===== config.mk =====
export PLATFORM = sky130hd
export DESIGN_NAME = mul_share_arb
export DESIGN_NICKNAME = d
export VERILOG_FILES = /design/src/rtl/mul_share_arb_pkg.sv /design/src/rtl/mul_share_arb_rr_pick.sv /design/src/rtl/mul_share_arb.sv
export SDC_FILE = /design/constraint.sdc
export NUM_CORES = 1
export LEC_CHECK = 0
export ABC_AREA = 1
export BUFFER_PORTS_ARGS = -buffer_cell sky130_fd_sc_hd__buf_2
export CAP_MARGIN = 25
export CORE_MARGIN = 4
export CORE_UTILIZATION = 35
export DETAILED_ROUTE_END_ITERATION = 10
export PLACE_DENSITY = 0.67
export SYNTH_ARGS = -nofsm -noshare
export SYNTH_HDL_FRONTEND = slang
export SYNTH_SLANG_ARGS = --single-unit

===== constraint.sdc =====
create_clock -name sys_clk -period 2.6 [get_ports sys_clk]
set_input_delay 0.39 -clock sys_clk [delete_from_list [all_inputs] [get_ports sys_clk]]
set_output_delay 0.39 -clock sys_clk [all_outputs]
set_load 0.1 [all_outputs]

===== src/rtl/mul_share_arb_pkg.sv =====
// Shared constants and helpers for the multiplier-sharing arbiter.
package mul_share_arb_pkg;

  localparam int unsigned MUL_W    = 10;
  localparam int unsigned PROD_W   = 20;
  localparam int unsigned MAX_NREQ = 8;

  function automatic int unsigned clog2(input int unsigned n);
    int unsigned r;
    r = 0;
    for (int unsigned v = 1; v < n; v = v << 1) begin
      r++;
    end
    return r;
  endfunction

  // Out-of-range indices yield an all-zero vector.
  function automatic logic [MAX_NREQ-1:0] onehot(input int unsigned idx, input int unsigned n);
    return (idx < n) ? (MAX_NREQ'(1) << idx) : '0;
  endfunction

endpackage


===== src/rtl/mul_share_arb_rr_pick.sv =====
// Combinational round-robin picker: first set req bit searching from ptr upward, wrapping.
module mul_share_arb_rr_pick #(
  parameter int unsigned NREQ = 4,
  parameter int unsigned PW   = 2
) (
  input  logic [NREQ-1:0] req,
  input  logic [PW-1:0]   ptr,
  output logic            any,
  output logic [PW-1:0]   winner
);

  logic [PW-1:0] cand;

  always_comb begin
    any    = 1'b0;
    winner = '0;
    cand   = ptr;
    for (int unsigned i = 0; i < NREQ; i++) begin
      if (!any && req[cand]) begin
        any    = 1'b1;
        winner = cand;
      end
      cand = (cand == PW'(NREQ - 1)) ? '0 : cand + 1'b1;
    end
  end

endmodule


===== src/rtl/mul_share_arb.sv =====
// Round-robin arbiter sharing one external 10x10 signed multiplier; fixed 2-cycle grant-to-result latency.
module mul_share_arb
  import mul_share_arb_pkg::*;
#(
  parameter int unsigned NREQ = 4
) (
  input  logic                    sys_clk,
  input  logic                    reset,
  input  logic                    stall,
  input  logic [NREQ-1:0]         req,
  input  logic [NREQ*MUL_W-1:0]   a_in,
  input  logic [NREQ*MUL_W-1:0]   b_in,
  output logic [NREQ-1:0]         gnt,
  output logic [MUL_W-1:0]        mul_a,
  output logic [MUL_W-1:0]        mul_b,
  input  logic [PROD_W-1:0]       mul_q,
  output logic [NREQ-1:0]         res_valid,
  output logic [PROD_W-1:0]       res_q
);

  localparam int unsigned PW = (clog2(NREQ) < 1) ? 1 : clog2(NREQ);

  logic [PW-1:0]     ptr_q, ptr_d;
  logic [MUL_W-1:0]  op_a_q, op_a_d, op_b_q, op_b_d;
  logic              s1_valid_q, s1_valid_d, s2_valid_q, s2_valid_d;
  logic [PW-1:0]     s1_tag_q, s1_tag_d, s2_tag_q, s2_tag_d;
  logic [PROD_W-1:0] res_d;

  logic              any;
  logic [PW-1:0]     winner;
  logic              grant_en;
  logic [MAX_NREQ-1:0] win_oh, tag_oh;

  mul_share_arb_rr_pick #(
    .NREQ (NREQ),
    .PW   (PW)
  ) u_pick (
    .req    (req),
    .ptr    (ptr_q),
    .any    (any),
    .winner (winner)
  );

  assign mul_a = op_a_q;
  assign mul_b = op_b_q;

  always_comb begin
    grant_en  = any & ~stall & ~reset;
    win_oh    = onehot(32'(winner), NREQ);
    tag_oh    = onehot(32'(s2_tag_q), NREQ);
    gnt       = grant_en ? win_oh[NREQ-1:0] : '0;
    res_valid = (s2_valid_q & ~stall) ? tag_oh[NREQ-1:0] : '0;
  end

  // Stall freezes every stage; grant capture and result advance are otherwise independent.
  always_comb begin
    ptr_d      = ptr_q;
    op_a_d     = op_a_q;
    op_b_d     = op_b_q;
    s1_valid_d = s1_valid_q;
    s1_tag_d   = s1_tag_q;
    s2_valid_d = s2_valid_q;
    s2_tag_d   = s2_tag_q;
    res_d      = res_q;
    if (!stall) begin
      if (grant_en) begin
        op_a_d     = a_in[winner*MUL_W +: MUL_W];
        op_b_d     = b_in[winner*MUL_W +: MUL_W];
        s1_valid_d = 1'b1;
        s1_tag_d   = winner;
        ptr_d      = (winner == PW'(NREQ - 1)) ? '0 : winner + 1'b1;
      end else begin
        s1_valid_d = 1'b0;
      end
      s2_valid_d = s1_valid_q;
      s2_tag_d   = s1_tag_q;
      if (s1_valid_q) begin
        res_d = mul_q;
      end
    end
  end

  always_ff @(posedge sys_clk) begin
    if (reset) begin
      ptr_q      <= '0;
      op_a_q     <= '0;
      op_b_q     <= '0;
      s1_valid_q <= 1'b0;
      s1_tag_q   <= '0;
      s2_valid_q <= 1'b0;
      s2_tag_q   <= '0;
      res_q      <= '0;
    end else begin
      ptr_q      <= ptr_d;
      op_a_q     <= op_a_d;
      op_b_q     <= op_b_d;
      s1_valid_q <= s1_valid_d;
      s1_tag_q   <= s1_tag_d;
      s2_valid_q <= s2_valid_d;
      s2_tag_q   <= s2_tag_d;
      res_q      <= res_d;
    end
  end

endmodule


Word-level counts from Yosys, hierarchy flattened
Cells that the tools add are included.
{"block": "totals", "input_bits": 107, "out_inout_bits": 48, "ff_bits": 48, "elab_cells": 61}
{"block": "classes", "mux": 23, "reduce_logical": 8, "n_bitwise": 5, "n_shift": 4, "mul": 1, "n_eq_ne": 4, "addsub": 4, "magnitude_cmp": 4}
{"op": "$shiftx A40 B7 Y10", "count": 2}
{"op": "$mux W2", "count": 8}
{"op": "$lt A2 B3 Y1 const B", "count": 4}
{"op": "$mux W1", "count": 9}
{"op": "$add A2 B1 Y2 const B", "count": 4}
{"op": "$bmux W1 S2", "count": 4}
{"op": "$eq A2 B2 Y1 const B", "count": 4}
{"op": "$mux W4", "count": 2}
{"op": "$shl A1 B2 Y4 const A", "count": 2}
{"op": "$mul A2 B3 Y5 const B", "count": 1}
{"op": "$reduce_and A2 Y1", "count": 2}
{"op": "$and A1 B1 Y1", "count": 3}
{"op": "$logic_and A1 B1 Y1", "count": 3}
{"op": "$logic_not A1 Y1", "count": 3}
{"op": "$not A1 Y1", "count": 2}

Depth between registers and ports, before layout
{"block": "depth", "ltp_word": 15, "depth_mapped": 17, "mapped_depth_nobuf": 16}

By module
Synthesis repeated with hierarchy kept, for this count alone.
{"block": "hier_totals", "cells_unflattened": 475, "hier_area_um2": 2845.2}
{"mod": "mul_share_arb", "instances": 1, "area_each_um2": 2534.9, "seq_area_each_um2": 960.9, "cells_each": 415}
{"mod": "mul_share_arb_rr_pick", "instances": 1, "area_each_um2": 310.3, "seq_area_each_um2": 0.0, "cells_each": 60}

Least setup slack after synthesis
Ideal clock, no wire load.
{"block": "synth_path", "path_type": "flip-flop to output port", "from": "register ptr_q[0]", "to": "output gnt[0]", "path_buffers": 1, "required_time_ps": 2210, "stages_incl_launch_ff": 12, "path_slack_ps": -851, "arrival_ps": 3061, "cell_sequence": "dfxtp_1 -> ha_1 -> inv_1 -> nand3_1 -> a21oi_2 -> nor2_1 -> nand2_1 -> nand2_1 -> nor2_4 -> inv_2 -> buf_2 -> nor2_1"}
{"block": "synth_between", "elab_chain_cells": 15, "word_cells_on_any_way": 35, "cone_classes": "add/sub (3); eq/ne (3); shift (1); mux (20); bitwise (2); reduce/logical (6)"}
{"item": "start, declared", "line": "mul_share_arb.sv:23", "text": "logic [PW-1:0] ptr_q, ptr_d;"}
{"item": "start signal, assigned", "line": "mul_share_arb.sv:94", "text": "ptr_q <= ptr_d;"}
{"item": "branches (longest 14 deep; another with $add A2 B1 Y2)"}
{"item": "$mux W4 *", "line": "mul_share_arb.sv:51", "text": "gnt = grant_en ? win_oh[NREQ-1:0] : '0;"}
{"item": "end, declared", "line": "mul_share_arb.sv:13", "text": "output logic [NREQ-1:0] gnt,"}
Mark *: on every way between the ends. The select of a mux whose other input is x is not followed.

Worst setup path after layout
{"block": "layout_path", "from": "register ptr_q[0]", "to": "output gnt[2]"}
Same word-level chain as after synthesis.

==> results.tsv <==
metric	value	unit
Clock H-tree levels	2	
first-pass GRT wire length	14500	um
dpl cell area	3780	um^2
Crit path required time	2.21	ns
largest net degree at the start of global routing	41	
vias in the first global route	3434	
power density cells	1510	nW/um^2
pre-CTS setup slack	0.225	ns
initial antenna violation count	0	
commonest non-fill, non-tap cells in the layout	nand2_1 (233), buf_2 (150), nand3_1 (49)	
initial core utilization	36.4	%
Leak Pwr	2.31	nW
placed insts	731	
largest cells by area after synthesis	dfxtp_1 (34%), nand2_1 (32%), nand3_1 (9.2%), nor2_1 (6.9%), o21ai_0 (4.1%)	
final hold vios	0	
Post-synth EDFFs	0	
CTS root buf	clkbuf_8	
die height	97.8	um
Final setup viols	0	
die area	9570	um^2
hpwl dp	6800	um
clock group share of total power	10.5	%
Async SR Flop Fraction	0	%
count of cell types in the netlist	22	
Max Cap Violations	0	
count of input and output buffers	154	
Synthesis Warnings	0	
Fmax	0.385	GHz
Final Max Slew Viols	0	
total length of routed wires	8870	um
Die X	97.8	um
crit path capture type	primary output	
DR vias/cell	4.68	
most common cell after layout, fill and taps aside	nand2_1	
Max clock buf depth	2	
non-filler cells, final	745	
maximum vdd drop	0.620	mV
Synth Area per Inst	5.77	um^2
Syn Nets	597	
DRT iter0 DRCs	140	
routability congestion estimate	0.881	
area leader, netlist	dfxtp_1	
Sw Share	57.2	%
Top FF cell, synth	dfxtp_1	
flops & latches, synth	48	
critical path class	flop to primary output	
sw power	3.55	mW
crit path time final	2.60	ns
TritonCTS clock tree	built	
Slew @ Worst Pin	0.603	ns
Final Instance Area	4120	um^2
DR WL/cell	11.9	um
routed via count	3488	
gr usage total	17.8	%
share of cells above drive strength 1	34.5	%
RSZ-0062 raised after global routing	true	
CP max FO	5	
mapped cell area	2820	um^2
row count	32	
cells after synthesis	489	
cts bufs inserted	5	
Worst slew margin	59.8	%
core area	7770	um^2
status	finished, final reports clean	
Hold Path Class	input port to flop	
clock slew at reported path FFs	0.10	ns
# DRC	0	
clk sinks	48	
I/O pins	155	
Worst Skew	0.0130	ns
area fraction of the dominant cell type after synthesis	34.0	%
Area Overhead vs Synth	46.0	%
CP Launch Type	flop	
ANT cells	0	
NumNets Final	750	
Critical Path AT	2.21	ns
Cell Int Power	2.66	mW
fin crit share	99.8	%
post-synthesis sequential area ratio	34.0	%
Final ANT Viol Nets	0	
Reg power frac	15.6	%
worst setup margin	0.00449	ns
GR Overflow Total	0	
worst skew pair latency	0.30	ns
combinational power share	73.8	%
DRT Pass-1 Iters	6	
[power by group through the flow]
stage	Clock (mW)	Sequential (mW)	Combinational (mW)
2_1_floorplan	0	1.75	2.63
3_3_place_gp	0	0.981	4.18
3_5_place_dp	0	0.985	4.22
4_1_cts	0.678	0.972	4.34
5_1_grt	0.703	0.990	5.10
6_report	0.654	0.971	4.59
[per-stage QoR]
stage                     hold slack (ns)  setup TNS [ns]  util (%)  total power [mW]
after CTS                           0.327       -0.000364      51.2              5.98
after global placement              0.431               0      48.7              5.16
after global routing                0.338          -0.417      53.1              6.79
after floorplan                     0.414           -1.54         -              4.38
final                               0.335               0      53.1              6.21
after detailed placement            0.438               0      48.7              5.20
[critical path, stage by stage (launching register included)]
cell and delay, ns:
dfxtp_2 0.35, ha_4 0.31, nand2_2 0.07, nand2_2 0.06, nand2_2 0.07, a21oi_4 0.22, nor2_2 0.06, nand2_1 0.08
nand2_2 0.06, nor2_4 0.19, nor2_2 0.06, nand2_2 0.09, clkinvlp_4 0.10, buf_12 0.17
[synthesized netlist by cell type (4+ instances only)]
master and n:
nor2_1 52, nand3_1 52, o21ai_0 23, nor3_1 5, dfxtp_1 48, nor2_2 4
inv_1 18, clkbuf_1 8, buf_2 13, buf_4 4, a21oi_1 5, nand2_1 244
[flip-flops by register name, indices dropped and copies added (netlist names)]
name and count:
ptr_q 2, s2_tag_q 2, mul_a 10, res_q 20
s1_tag_q 2, mul_b 10, s2_valid_q 1, s1_valid_q 1
[worst paths after layout]
path | cells past startpoint | slack [ns] | startpoint | to
worst max-delay path | 13 | 0.004 | ptr_q[0]$_SDFFE_PP0P_ | gnt[2]
worst min-delay path | 2 | 0.33 | stall | s2_tag_q[1]$_SDFFE_PP0N_
worst max register to register | 14 | 0.28 | ptr_q[0]$_SDFFE_PP0P_ | ptr_q[0]$_SDFFE_PP0P_
worst min register to register | 2 | 0.45 | s1_tag_q[0]$_SDFFE_PP0P_ | s1_tag_q[0]$_SDFFE_PP0P_
[layer usage]
| layer | vias up | track usage [%] | share of wire [%] |
|---|---|---|---|
| li1 | 1827 | - | - |
| met1 | 1505 | 21.1 | 43 |
| met2 | 141 | 31.4 | 47 |
| met3 | 15 | 5.07 | 8.5 |
| met4 | 0 | 4.90 | 1.7 |
| met5 | - | 0 | 0 |
[layout make-up]
class                      count  area [um^2]
timing repair buffer         171          973
inverter                      21         93.8
clock inverter                 3         68.8
tap                          102          128
multi-input combinational    395         1830
fill                         806         3640
clock buffer                   5         68.8
sequential                    48          963
[cell families after synthesis]
group / share of synthesized area [%]
simple gates: 52.3
flops: 34.0
buf+inv: 7.35
compound gates: 5.85
fa+ha+maj: 0.443
[what timing repair did]
item	in CTS	in global routing
hold buffers	0	0
setup endpoints to repair	4	4
setup buffers	3	2
pin swaps	5	12
resized for setup	10	30
endpoints found under the hold margin	0	0
cloned	0	1
No activity file was read; power rests on OpenSTA's default activity.
